`src/rtl/scan_pkg.sv`:
```
// Shared definitions for the scan sequencer: state encoding, row geometry
// and the row-advance helper.
package scan_pkg;

   localparam int ROWS  = 4;
   localparam int SEL_W = 2;

   // The ST_ prefix keeps the BLANK state apart from the BLANK gap parameter.
   typedef enum logic [1:0] {
      ST_IDLE  = 2'd0,
      ST_DRIVE = 2'd1,
      ST_BLANK = 2'd2
   } state_t;

   localparam logic [SEL_W-1:0] LAST_ROW = SEL_W'(ROWS - 1);

   // ROWS is a power of two, so the natural wrap of SEL_W bits gives 3 -> 0.
   function automatic logic [SEL_W-1:0] next_row(input logic [SEL_W-1:0] row);
      return row + SEL_W'(1);
   endfunction

endpackage

```
`src/rtl/scan_timer.sv`:
```
// Loadable down-counter that times the dwell and blank intervals.
// It saturates at zero and reports both the current and the upcoming zero
// state, so the owner can register pulses that line up with the last cycle.
module scan_timer #(
   parameter int CNT_W = 8
) (
   input  logic             clk,
   input  logic             rst_n,
   input  logic             i_load,
   input  logic [CNT_W-1:0] i_load_val,
   input  logic             i_dec,
   output logic             o_zero,
   output logic             o_zero_nxt
);

   logic [CNT_W-1:0] r_count;
   logic [CNT_W-1:0] w_count_nxt;

   // Next count: a load wins over a decrement; the counter never wraps below zero.
   always_comb begin
      w_count_nxt = r_count;
      if (i_load) begin
         w_count_nxt = i_load_val;
      end else if (i_dec && (r_count != '0)) begin
         w_count_nxt = r_count - CNT_W'(1);
      end
   end

   // Count register.
   always_ff @(posedge clk or negedge rst_n) begin
      if (!rst_n) begin
         r_count <= '0;
      end else begin
         r_count <= w_count_nxt;
      end
   end

   assign o_zero     = (r_count == '0);
   assign o_zero_nxt = (w_count_nxt == '0);

endmodule

```
`src/rtl/scan_sequencer.sv`:
```
// Timed select generator for the 2-to-4 enable decoder. Walks rows 0..3,
// holding en high for DWELL cycles per row with BLANK low cycles between
// rows, as a single pass or a continuous scan with start/stop control.
// Every output is a flop loaded from the next-state logic, so each output
// lines up with the state it describes rather than trailing it by a cycle.
module scan_sequencer
   import scan_pkg::*;
#(
   parameter int DWELL = 4,
   parameter int BLANK = 1,
   parameter int CNT_W = 8
) (
   input  logic             clk,
   input  logic             rst_n,
   input  logic             start,
   input  logic             stop,
   input  logic             mode_single,
   output logic             en,
   output logic [SEL_W-1:0] sel,
   output logic             busy,
   output logic             row_done,
   output logic             pass_done
);

   // Counter reload values; DWELL >= 1 and BLANK <= 2^CNT_W keep both in range.
   localparam logic [CNT_W-1:0] DWELL_LD = CNT_W'(DWELL - 1);
   localparam logic [CNT_W-1:0] BLANK_LD = (BLANK > 0) ? CNT_W'(BLANK - 1) : '0;

   state_t           r_state;
   state_t           w_state_nxt;
   logic [SEL_W-1:0] r_sel;
   logic [SEL_W-1:0] w_sel_nxt;
   logic             r_mode_single;
   logic             w_mode_nxt;
   logic             r_stop_pend;
   logic             w_stop_pend_nxt;

   logic             w_load;
   logic [CNT_W-1:0] w_load_val;
   logic             w_dec;
   logic             w_zero;
   logic             w_zero_nxt;
   logic             w_last_nxt;

   logic             r_en;
   logic             r_busy;
   logic             r_row_done;
   logic             r_pass_done;

   scan_timer #(
      .CNT_W (CNT_W)
   ) u_timer (
      .clk        (clk),
      .rst_n      (rst_n),
      .i_load     (w_load),
      .i_load_val (w_load_val),
      .i_dec      (w_dec),
      .o_zero     (w_zero),
      .o_zero_nxt (w_zero_nxt)
   );

   // Next-state, next-row and timer control for the IDLE/DRIVE/BLANK sequence.
   always_comb begin
      // NOTE: every signal driven here gets a default first; a path that
      // leaves one unassigned would make synthesis infer a latch.
      w_state_nxt     = r_state;
      w_sel_nxt       = r_sel;
      w_mode_nxt      = r_mode_single;
      w_stop_pend_nxt = r_stop_pend;
      w_load          = 1'b0;
      w_load_val      = DWELL_LD;
      w_dec           = 1'b0;

      case (r_state)
         ST_IDLE: begin
            w_stop_pend_nxt = 1'b0;
            // A simultaneous stop cancels the start; a lone stop does nothing.
            if (start && !stop) begin
               w_state_nxt = ST_DRIVE;
               w_sel_nxt   = '0;
               w_load      = 1'b1;
               w_mode_nxt  = mode_single;
            end
         end

         ST_DRIVE: begin
            // A stop during the dwell is remembered; the row always completes.
            if (stop) begin
               w_stop_pend_nxt = 1'b1;
            end
            if (w_zero) begin
               if (r_stop_pend || stop || (r_mode_single && (r_sel == LAST_ROW))) begin
                  w_state_nxt     = ST_IDLE;
                  w_sel_nxt       = '0;
                  w_stop_pend_nxt = 1'b0;
               end else if (BLANK > 0) begin
                  w_state_nxt = ST_BLANK;
                  w_load      = 1'b1;
                  w_load_val  = BLANK_LD;
               end else begin
                  // No gap: advance the row and keep en high without a break.
                  w_sel_nxt = next_row(r_sel);
                  w_load    = 1'b1;
               end
            end else begin
               w_dec = 1'b1;
            end
         end

         ST_BLANK: begin
            // The row is already complete, so a stop here ends the scan at once.
            if (stop) begin
               w_state_nxt = ST_IDLE;
               w_sel_nxt   = '0;
            end else if (w_zero) begin
               w_state_nxt = ST_DRIVE;
               w_sel_nxt   = next_row(r_sel);
               w_load      = 1'b1;
            end else begin
               w_dec = 1'b1;
            end
         end

         default: begin
            w_state_nxt = ST_IDLE;
            w_sel_nxt   = '0;
         end
      endcase
   end

   // The coming cycle is the last cycle of a row when it is a DRIVE cycle with the counter at zero.
   assign w_last_nxt = (w_state_nxt == ST_DRIVE) && w_zero_nxt;

   // State, row index, captured mode and pending-stop flag.
   always_ff @(posedge clk or negedge rst_n) begin
      if (!rst_n) begin
         r_state       <= ST_IDLE;
         r_sel         <= '0;
         r_mode_single <= 1'b0;
         r_stop_pend   <= 1'b0;
      end else begin
         // NOTE: sequential state uses non-blocking assignments so every
         // flop samples the values from before this clock edge.
         r_state       <= w_state_nxt;
         r_sel         <= w_sel_nxt;
         r_mode_single <= w_mode_nxt;
         r_stop_pend   <= w_stop_pend_nxt;
      end
   end

   // Registered decoder enable, busy flag and end-of-row/end-of-pass pulses.
   always_ff @(posedge clk or negedge rst_n) begin
      if (!rst_n) begin
         r_en        <= 1'b0;
         r_busy      <= 1'b0;
         r_row_done  <= 1'b0;
         r_pass_done <= 1'b0;
      end else begin
         r_en        <= (w_state_nxt == ST_DRIVE);
         r_busy      <= (w_state_nxt != ST_IDLE);
         r_row_done  <= w_last_nxt;
         r_pass_done <= w_last_nxt && (w_sel_nxt == LAST_ROW);
      end
   end

   assign en        = r_en;
   assign sel       = r_sel;
   assign busy      = r_busy;
   assign row_done  = r_row_done;
   assign pass_done = r_pass_done;

endmodule

```
`config.mk`:
```
export PLATFORM = sky130hd
export DESIGN_NAME = scan_sequencer
export DESIGN_NICKNAME = d
export VERILOG_FILES = /design/src/rtl/scan_pkg.sv /design/src/rtl/scan_timer.sv /design/src/rtl/scan_sequencer.sv
export SDC_FILE = /design/constraint.sdc
export NUM_CORES = 1
export LEC_CHECK = 0
export BUFFER_PORTS_ARGS = -buffer_cell sky130_fd_sc_hd__buf_4
export CAP_MARGIN = 30
export CORE_UTILIZATION = 45
export DETAILED_ROUTE_END_ITERATION = 10
export SETUP_SLACK_MARGIN = 0.4
export SYNTH_ARGS = -nofsm -noshare
export SYNTH_HDL_FRONTEND = slang
export SYNTH_SLANG_ARGS = --single-unit
```
`constraint.sdc`:
```
create_clock -name clk -period 3.2 [get_ports clk]
set_clock_uncertainty 0.15 [all_clocks]
set_input_delay 0.48 -clock clk [delete_from_list [all_inputs] [get_ports clk]]
set_output_delay 0.48 -clock clk [all_outputs]
set_load 0.02 [all_outputs]
```
**After elaboration in Yosys (flattened, before gate mapping)**

Cells that the tools add are included.

- Register bits after elaboration: 18
- Word-level logic and storage cells: 61
- Output and inout port bits: 6
- Memory bits (writable): 0
- Memory bits (read-only): 0
- Latch bits: 0
- Memories: 0
- Input port bits: 5

- Shift operators: 0
- $add $sub $neg: 2
- Equality and inequality tests: 5
- Div/mod/pow operators: 0
- Multiply operators: 0
- Mux-type cells: 30
- Order comparisons: 0
- Bitwise operators: 0
- Reductions and logical operators: 15

Operator list:

| kind | number |
|---|---|
| $mux 2 | 13 |
| $logic_not 8->1 | 2 |
| $mux 8 | 2 |
| $pmux 2 s3 | 2 |
| $mux 1 | 10 |
| $reduce_bool 8->1 | 1 |
| $sub 8x1->8 const B | 1 |
| $eq 2x2->1 const B | 3 |
| $logic_and 1x1->1 | 5 |
| $eq 2x1->1 const B | 2 |
| $pmux 1 s2 | 2 |
| $reduce_bool 2->1 | 2 |
| $pmux 1 s3 | 1 |
| $add 2x1->2 const B | 1 |
| $logic_not 2->1 | 1 |
| $logic_or 1x1->1 | 2 |
| $reduce_and 2->1 | 1 |
| $logic_not 1->1 | 1 |

**Logic depth before layout (Yosys ltp)**

Gate-level depths: netlist (run 1).

- Word-level depth: 10
- Depth in mapped cells: 9
- Mapped depth without buffers: 8

**Cells and area by module**

From an unflattened synthesis (run 1), not the netlist that was laid out.

- Cell total of the unflattened synthesis: 118
- Area, all modules: 1161.1 um^2

Modules (own cells, without submodules):

| module | cells an instance | sequential area each (um^2) | area each (um^2) | times used |
|---|---|---|---|---|
| scan_sequencer | 56 | 250.2 | 586.8 | 1 |
| scan_timer | 62 | 200.2 | 574.3 | 1 |

**Worst setup path after synthesis (run 1)**

OpenSTA, ideal clock, no wires.

- Path kind: reg2reg
- From: register u_timer.r_count[0]
- To: register r_pass_done, in the netlist pass_done
- Arrival time: 2.100 ns
- Stages on the path, launching flop included: 9
- Slack: 0.864 ns
- Period minus slack after synthesis: 2.336 ns
- Path through: dfrtp_1 > inv_1 > ha_1 > or4b_4 > o221ai_4 > nor2_1 > a221oi_1 > a31oi_1 > nor3_1

- Cells in the longest elaborated chain, start to end: 10

RTL lines:

| item | line | text |
|---|---|---|
| start: declaration | scan_timer.sv:16 | `logic [CNT_W-1:0] r_count;` |
| start signal: assignment | scan_timer.sv:34 | `r_count <= w_count_nxt;` |
| $logic_not 8->1 | scan_timer.sv:38 | `assign o_zero = (r_count == '0);` |
| $mux 1 | scan_sequencer.sv:91, scan_sequencer.sv:115 |  |
| $mux 1 | scan_sequencer.sv:112 | `if (stop) begin` |
| $pmux 1 s2 | scan_sequencer.sv:74 | `case (r_state)` |
| $logic_and 1x1->1 | scan_timer.sv:24 | `end else if (i_dec && (r_count != '0)) begin` |
| $mux 8 | scan_timer.sv:24 |  |
| $mux 8 | scan_timer.sv:22 | `if (i_load) begin` |
| $logic_not 8->1 | scan_timer.sv:39 | `assign o_zero_nxt = (w_count_nxt == '0);` |
| $logic_and 1x1->1 | scan_sequencer.sv:132 | `assign w_last_nxt = (w_state_nxt == ST_DRIVE) && w_zero_nxt;` |
| $logic_and 1x1->1 (*) | scan_sequencer.sv:162 | `r_pass_done <= w_last_nxt && (w_sel_nxt == LAST_ROW);` |
| end signal: assignment | scan_sequencer.sv:162 |  |
| end: declaration | scan_sequencer.sv:48 | `logic r_pass_done;` |

Mark *: on every way between the ends. The rest lies on a longest branch, timed or not.
A chain may end at the register's enable or synchronous reset.

**Worst setup path in the final report (run 1)**

Same ends and word-level chain as after synthesis.

==> results of run 1 <==
==> through the flow <==
step	std cells	area, um2	hold slack [ps]	worst slack [ps]	power, uW
after detailed placement	165	1282	217.1	454.3	605.5
after global routing	173	1373	242.8	393.2	823.1
after CTS	170	1333	256.5	454.6	757.5
final	173	1373	258.6	595.5	765.1
after floorplan	127	1182	34.41	864.3	523.3
after global placement	165	1282	214.6	496.6	604.3
==> cells in the mapped netlist (2+ instances only) <==
cell type / instances
dfrtp_1: 18
nor2_1: 17
inv_1: 9
o21ai_0: 9
a21oi_1: 8
nand2_1: 7
ha_1: 6
nor3_1: 4
a31oi_1: 3
nor2b_1: 3
nor4_1: 3
xnor2_1: 3
a2bb2oi_1: 2
and2_1: 2
mux2_2: 2
o2111ai_1: 2
o21ai_1: 2
o31a_2: 2
or2_2: 2
==> kinds of logic (layout without fill, tap and decap cells) <==
logic type      count (synthesis)  count (layout)
compound gates                 37              37
xor+xnor                        3               3
fa+ha+maj                       6               6
buf+inv                        13              29
flops                          18              18
mux                             3               3
simple gates                   47              47
==> power breakdown <==
part	total, uW	switching, uW	internal [uW]
clock network	144	74.4	69.4
registers	308	40.9	267
logic	314	184	130
==> cell type report <==
type / count / area, um2
flip-flops and latches: 18 / 450.4
clock buffers: 4 / 36.28
fillers: 233 / 1105
inverters: 9 / 33.78
multi-input cells: 96 / 691.9
well taps: 30 / 37.54
repair buffers: 16 / 122.6
==> cells in the final DEF, fill, tap and decap left out, types with 4 or more instances in the layout <==
master,Yosys,layout
dfrtp_1,18,18
nor2_1,17,17
buf_4,1,15
inv_1,9,9
o21ai_0,9,9
a21oi_1,8,8
nand2_1,7,7
ha_1,6,5
nor3_1,4,4
==> critical path, stage by stage (launching register included) <==
cell	delay (ps)
dfrtp_1	470
inv_1	120
ha_2	240
or4b_4	530
nor2_4	190
o21ai_1	160
a211oi_4	300
o2111ai_1	180
nor3_1	200
==> state kept, by name, indices dropped and copies added (netlist names) <==
name             flops
busy                 1
en                   1
pass_done            1
r_mode_single        1
r_state              2
r_stop_pend          1
row_done             1
sel                  2
u_timer.r_count      8
==> worst paths after layout <==
path | slack, ps | endpoint | start | cells past startpoint
min in group asynchronous | 420 | u_timer.r_count[5] | rst_n | 2
max in group asynchronous | 2290 | r_mode_single | rst_n | 2
worst max-delay path | 600 | pass_done | u_timer.r_count[0] | 8
worst max register to register | 600 | pass_done | u_timer.r_count[0] | 8
worst min-delay path | 260 | r_mode_single | mode_single | 2
worst min register to register | 370 | r_stop_pend | r_stop_pend | 1
==> layer usage <==
layer / wire, um / part of all wire
met5: 0 / 0
met4: 42 / 0.015
met3: 76 / 0.027
met2: 1399 / 0.50
met1: 1282 / 0.46
==> timing repair <==
action,4_1_cts,5_1_grt
setup endpoints to repair,1,2
hold buffers,1,0
setup buffers,0,3
resized for setup,1,3
hold endpoints to repair,18,0
pin swaps,0,1
==> impl_metrics.csv, run 1 <==
group,metric,value,unit
clock_network,clk_pin_slew_worst_paths,100,ps
sta,tightest_slew,447.2,ps
logic_synthesis,synth_simple_gate_area_frac,0.2180,
global_route,use_met1,0.2794,
sta,period_minus_slack,2605,ps
clock_network,ctsRootBufferMaster,"clkbuf_4",
global_route,grt_start_max_net_pins,19,
sta,hold_viol_final,0,
global_route,grt_use_met3,0.03736,
die,design.die.area,2837,um2
worst_hold_path,worstHoldPathType,"in2reg",
sta,period_share,0.8139,
clock_network,clockBufferDepth,2,
die,core-area,2477,um2
logic_synthesis,syn-num-nets,138,
logic_synthesis,synth-xor-area-share,0.02222,
sta,setup_viol,0,
clock_network,clock-sinks,18,
route,route.detailed.wl_per_inst,16.19,um
setup_path,cp.required,3270,ps
logic_synthesis,synth_area_leaders,"dfrtp_1 38%, ha_1 6.3%, nor2_1 5.4%",
power,p_per_area,557.4,nW/um2
setup_path,cp_data_arrival_time,2680,ps
sta,setup_tns,0,ps
global_route,gr-max-usage-layer,"met2",
cells_and_area,area_growth,16.08,%
global_route,use_met2,0.3708,
logic_synthesis,synth_top_area_frac,0.3810,
sta,fmax,0.3840,GHz
cells_and_area,diodes,0,
die,io_pins,11,
logic_synthesis,synth_edf_count,0,
sta,drv_slew,0,
clock_network,cts_tree,"built",
global_route,first_global_vias,976,
route,drt_iter0_drc,26,
die,die_h,53.26,um
logic_synthesis,syn_area_per_cell,9.310,um2
placement,dp_hpwl,2008,um
power,ir_drop,452.5,uV
logic_synthesis,muxShareOfSynthArea,0.02751,
die,die_x,53.26,um
logic_synthesis,syn_inst,127,
setup_path,worstPathMaxFanout,6,
route,vias,1033,
sta,relSlewSlack,0.6992,
clock_network,cts-buffers-inserted,3,
route,drc_errors,0,
die,num_rows,18,
cells_and_area,final_core_util,0.5540,
power,leakage,0.0006168,uW
route,firstDrtPassIters,5,
logic_synthesis,synthFlopType,"dfrtp_1",
die,start_util,0.4773,
logic_synthesis,ys_seq_area_frac,0.3810,
route,viasPerCell,5.971,
route,antenna_left,0,
setup_path,critPathKind,"reg2reg",
global_route,grt.total_usage,0.2244,
logic_synthesis,yosys_warnings,0,
global_route,antenna_found_initial,0,
run_status,status,"finished, final reports clean",
logic_synthesis,synth-adder-area-share,0.06349,
placement,io_buffers,10,
logic_synthesis,synth-compound-area-share,0.2360,
clock_network,htree_levels,1,
route,wirelength,2801,um
sta,rsz0062_at_grt,"false",
global_route,grt-ovfl-total,0,
clock_network,worstSkewPairLatency,300,ps
cells_and_area,layout.nets,155,
logic_synthesis,yosysUniqueCellTypes,42,
logic_synthesis,ys_seq_elements,18,
run,cap_violations,0,
setup_path,crit_path_start_kind,"register",
global_route,grt_pass1_wl,4491,um
logic_synthesis,async_flop_share,1.000,
logic_synthesis,synth_top_area_cell,"dfrtp_1",
cells_and_area,drive_gt1_frac,0.2517,
placement,place.gp.congestion,0.8740,
setup_path,end_kind,"register",
logic_synthesis,synth_top_family_by_area,"compound AO/OA/AOI/OAI gates",
logic_synthesis,syn_area,1182,um2
(Power assumes the default switching activity.)
==> inputs of run 2 (changes only) <==
==> constraint.sdc (replaced) <==
create_clock -name clk -period 2.6 [get_ports clk]
set_clock_uncertainty 0.15 [all_clocks]
set_input_delay 0.39 -clock clk [delete_from_list [all_inputs] [get_ports clk]]
set_output_delay 0.39 -clock clk [all_outputs]
set_load 0.02 [all_outputs]
==> run 2 against run 1 <==
  * Non-clock buffer count increased by 13
  * Clock power increased by 23%
  * Sequential share of layout area decreased by 4.3 points
  * Routed wire length increased by 8.0%
  * Via count increased by 6.4%
  * Core utilization increased by 8.6 points
  * First-iteration DRC count decreased by 19%
  * Setup slack got worse by 240 ps
  * Register-to-register slack got worse by 240 ps
  * Power increased by 49%
  * Combinational power increased by 93%
  * Global-route usage increased by 0.33 points
==> impl_metrics.csv, run 2 (same netlist as run 1, synthesis figures left out) <==
group,metric,value,unit
cells_and_area,layout.nets,168,
route,vias,1099,
cells_and_area,largest_register_ffs,8,
cells_and_area,regArea,451.7,um2
sta,relSlewSlack,0.7762,
die,die_h,53.26,um
route,route.detailed.wl_per_inst,16.27,um
global_route,antenna_found_initial,0,
sta,drv_slew,0,
cells_and_area,multi_input_area,798.3,um2
cells_and_area,fill_cells,223,
setup_path,cp_data_arrival_time,2290,ps
placement,place.gp.congestion,0.8738,
sta,period_share,0.8651,
clock_network,worstSkewPairLatency,290,ps
power,ir_drop,529.0,uV
run,cap_violations,0,
cells_and_area,final_core_util,0.6399,
clock_network,clock-sinks,18,
global_route,grt-ovfl-total,0,
placement,dpl_cell_area,1360,um2
die,start_util,0.4773,
setup_path,cp.required,2640,ps
setup_path,critPathKind,"reg2reg",
setup_path,worstPathMaxFanout,6,
clock_network,clockBufferDepth,2,
run_status,status,"finished, final reports clean",
power,p_per_area,720.1,nW/um2
die,die_x,53.26,um
sta,worst_slack,350.8,ps
placement,post-place-ws,172.9,ps
sta,period_minus_slack,2249,ps
cells_and_area,final_cell_mix,"26 x buf_4, 17 x dfrtp_1, 16 x nor2_1, 7 x nand2_1",
route,viasPerCell,5.909,
worst_hold_path,worstHoldPathType,"in2reg",
sta,setup_viol,0,
cells_and_area,area_growth,34.07,%
sta,setup_tns,0,ps
die,num_rows,18,
sta,hold_viol_final,0,
cells_and_area,drive_gt1_frac,0.4423,
route,firstDrtPassIters,5,
sta,tightest_slew,335.7,ps
die,io_pins,11,
route,drt_iter0_drc,21,
route,wirelength,3026,um
die,core-area,2477,um2
sta,rsz0062_at_grt,"true",
die,design.die.area,2837,um2
sta,fmax,0.4446,GHz
cells_and_area,final_area,1585,um2
global_route,grt_start_max_net_pins,19,
power,leakage,0.0006847,uW
global_route,grt.total_usage,0.2277,
power,total_power,1142,uW
clock_network,htree_levels,1,
route,drc_errors,0,
clock_network,cts_tree,"built",
cells_and_area,diodes,0,
cells_and_area,max_flop_register,"u_timer.r_count",
placement,dp_hpwl,2060,um
placement,io_buffers,10,
route,antenna_left,0,
setup_path,crit_path_start_kind,"register",
clock_network,ctsRootBufferMaster,"clkbuf_4",
global_route,first_global_vias,1020,
cells_and_area,layout_commonest_cell,"buf_4",
setup_path,end_kind,"register",
clock_network,cts-buffers-inserted,3,
global_route,grt_pass1_wl,4609,um
clock_network,clk_pin_slew_worst_paths,110,ps
==> run 2: cell types whose count changed in the layout (fill, tap and decap cells not counted), sizes merged <==
cell / previous run / this run
buf: 15 / 28
==> run 2: stage by stage <==
step                      hold WS (ps)  std cells
after floorplan                 -55.59        127
after global placement           125.7        172
after detailed placement         129.0        172
after CTS                        166.2        182
after global routing             167.1        186
final                            174.8        186
==> run 2: final cells by class <==
class	count	share of cell area
clock buffers	4	0.02289
inverters	9	0.02131
multi-input cells	96	0.5036
flip-flops and latches	18	0.2849
well taps	30	0.02368
repair buffers	29	0.1436
==> run 2: repair_timing <==
action,4_1_cts,5_1_grt
gates resized for setup,16,11
setup buffers,5,4
hold buffers,1,0
setup endpoints to repair,8,8
pin swaps,7,6
hold endpoints to repair,18,0
==> run 2: where the power goes <==
| group | switching [uW] | total [uW] | leakage, uW | internal (uW) |
|---|---|---|---|---|
| Combinational | 315 | 607 | 0.000428 | 292 |
| Sequential | 28.4 | 357 | 0.000236 | 329 |
| Clock | 91.8 | 177 | 0.0000210 | 85.3 |
==> run 2: final timing paths <==
path | slack, ps | start | cells past startpoint | to
worst max-delay path | 350 | u_timer.r_count[1] | 8 | row_done
worst min-delay path | 170 | mode_single | 2 | r_mode_single
worst max register to register | 350 | u_timer.r_count[1] | 8 | row_done
worst min register to register | 360 | r_stop_pend | 1 | r_stop_pend
max in group asynchronous | 1740 | rst_n | 2 | r_state[1]
min in group asynchronous | 340 | rst_n | 2 | u_timer.r_count[5]
==> run 2: layer usage <==
metal | wire length, um | vias to the layer above | track usage
li1 | - | 523 | -
met1 | 1363 | 536 | 0.2855
met2 | 1535 | 34 | 0.4021
met3 | 93 | 6 | 0.02586
met4 | 34 | 0 | 0.06579
met5 | 0 | - | 0
==> run 2: worst max-delay path, cell delays in order, from the launching register on <==
cell,delay (ps)
dfrtp_1,420
inv_2,80
ha_4,130
or4b_4,510
o221ai_4,330
buf_6,170
a221oi_2,60
a31oi_2,230
nor2_1,60
==> inputs of run 3 (changes only) <==
--- a/config.mk
+++ b/config.mk
@@ -7,6 +7,7 @@
 export LEC_CHECK = 0
 export BUFFER_PORTS_ARGS = -buffer_cell sky130_fd_sc_hd__buf_4
 export CAP_MARGIN = 30
+export CORE_ASPECT_RATIO = 1.2
 export CORE_UTILIZATION = 45
 export DETAILED_ROUTE_END_ITERATION = 10
 export SETUP_SLACK_MARGIN = 0.4
==> run 3 against run 2 <==
  * Clock power grew 3%
  * Global-route usage grew 0.38 points
  * Cell area up 2.7%
  * Clock-buffer cell count stayed put
  * First-iteration DRC count up 86%
  * Power rose by 2.3%
  * Sequential share of layout area down 0.67 points
  * Die area about the same
  * Register-to-register slack hardly changed
  * Routed wire length up 2.2%
  * Fmax hardly changed
  * Largest power group unchanged
==> impl_metrics.csv, run 3 (same netlist as run 1, synthesis figures left out) <==
group,metric,value,unit
sta,period_minus_slack,2251,ps
cells_and_area,layout_commonest_cell,"buf_4",
sta,hold_viol_final,0,
sta,setup_tns,0,ps
placement,dpl_cell_area,1364,um2
cells_and_area,final_cell_mix,"31 x buf_4, 16 x nor2_1, 16 x dfrtp_1, 7 x a21oi_1, 6 x nand2_1",
cells_and_area,diodes,0,
cells_and_area,final_area,1628,um2
route,drc_errors,0,
sta,tightest_slew,457.1,ps
route,drt_iter0_drc,39,
cells_and_area,max_flop_register,"u_timer.r_count",
clock_network,clock-sinks,18,
clock_network,clk_pin_slew_worst_paths,120,ps
cells_and_area,largest_register_ffs,8,
placement,io_buffers,10,
die,start_util,0.4725,
die,die_x,48.80,um
setup_path,cp.required,2700,ps
sta,period_share,0.8657,
cells_and_area,drive_gt1_frac,0.4625,
setup_path,crit_path_max_incr_delay,510,ps
sta,rsz0062_at_grt,"true",
clock_network,cts_tree,"built",
die,num_rows,20,
clock_network,ctsRootBufferMaster,"clkbuf_4",
placement,place.gp.congestion,0.9085,
worst_hold_path,holdCritStartpoint,"mode_single",
cells_and_area,layout.nets,172,
route,route.detailed.wl_per_inst,16.03,um
route,viasPerCell,5.813,
global_route,first_global_vias,1136,
power,swShare,0.3822,
power,seqPwrFrac,0.310,
power,power.share.combinational,0.534,
global_route,grt_start_max_net_pins,19,
die,core-area,2502,um2
setup_path,worstPathMaxFanout,5,
clock_network,worstSkewPairLatency,310,ps
global_route,grt.total_usage,0.2315,
worst_hold_path,worstHoldPathType,"in2reg",
setup_path,cp_data_arrival_time,2350,ps
setup_path,rr_startpoint,"u_timer.r_count[1]",
route,firstDrtPassIters,4,
route,antenna_left,0,
power,p_per_area,717.3,nW/um2
power,p_int,721.3,uW
run,cap_violations,0,
global_route,grt-ovfl-total,0,
power,ir_drop,455.1,uV
sta,drv_slew,0,
run_status,status,"finished, final reports clean",
die,io_pins,11,
clock_network,cts-buffers-inserted,3,
setup_path,startpoint,"u_timer.r_count[1]",
die,design.die.area,2837,um2
cells_and_area,area_growth,37.67,%
sta,relSlewSlack,0.6925,
clock_network,htree_levels,1,
sta,fmax,0.4443,GHz
clock_network,clockBufferDepth,2,
route,vias,1122,
power,clkPwrFrac,0.156,
sta,setup_viol,0,
setup_path,path_cells,"inv_2 -> ha_4 -> or4b_4 -> o221ai_4 -> nor2_2 -> a221oi_2 -> a31oi_2 -> nor2_1",
setup_path,end_kind,"register",
setup_path,critPathKind,"reg2reg",
power,p_switching,446.3,uW
global_route,grt_pass1_wl,4857,um
setup_path,crit_slowest_cell,"or4b_4",
route,wirelength,3093,um
placement,dp_hpwl,2126,um
setup_path,crit_path_start_kind,"register",
power,leakage,0.0007033,uW
die,die_h,58.15,um
global_route,antenna_found_initial,0,
## run 3: worst max-delay path: cells and delay by family (launching register included)
kind / cells / cell delay (ps)
buffers and inverters: 1 / 80
and+or+nand+nor: 3 / 700
adders and majority gates: 1 / 150
AOI/OAI and AO/OA: 3 / 720
DFF: 1 / 400
## run 3: metal layers
layer / global-route usage / wire length, um / vias up
met5: 0 / 0 / -
met4: 0.1513 / 126 / 0
met3: 0.03675 / 88 / 13
met2: 0.4286 / 1631 / 27
met1: 0.2421 / 1246 / 555
li1: - / - / 527
## run 3: final cells by class
type                            instances  area, um2
Fill cell                             215      874.6
Multi-Input combinational cell         96      807.0
Sequential cell                        18      452.9
Timing Repair Buffer                   33      254.0
Tap cell                               33      41.29
Clock buffer                            4      36.28
Inverter                                9      36.28
## run 3: path summary, 6_finish.rpt
kind | slack, ps | cells past startpoint | to
worst max-delay path | 350 | 8 | row_done
worst min-delay path | 170 | 2 | r_mode_single
worst max register to register | 350 | 8 | row_done
worst min register to register | 380 | 1 | r_stop_pend
max in group asynchronous | 1750 | 2 | r_state[1]
min in group asynchronous | 320 | 2 | u_timer.r_count[5]
## run 3: power by group through the flow
| stage | Sequential [uW] | Clock [uW] | Combinational (uW) |
|---|---|---|---|
| finish | 362 | 182 | 624 |
| global route | 366 | 195 | 671 |
| CTS | 361 | 184 | 554 |
| detailed placement | 363 | 0 | 439 |
| global placement | 362 | 0 | 433 |
| floorplan | 384 | 0 | 279 |
## run 3: stage by stage
step	power (uW)	setup WS [ps]	instances	util	hold slack, ps
final	1168	349.2	193	0.6505	167.1
after global routing	1232	285.1	193	0.6505	159.4
after CTS	1099	338.4	188	0.6200	166.2
after detailed placement	801.9	85.83	175	0.5450	124.0
after global placement	795.4	88.73	175	0.5450	123.6
after floorplan	663.2	351.4	127	-	-55.59
## run 3: repair_timing
item / 4_1_cts / 5_1_grt
resized for setup: 21 / 9
pin swaps: 6 / 6
buffers inserted: 8 / 5
hold endpoints to repair: 18 / 0
hold buffers: 1 / 0
setup endpoints to repair: 5 / 9
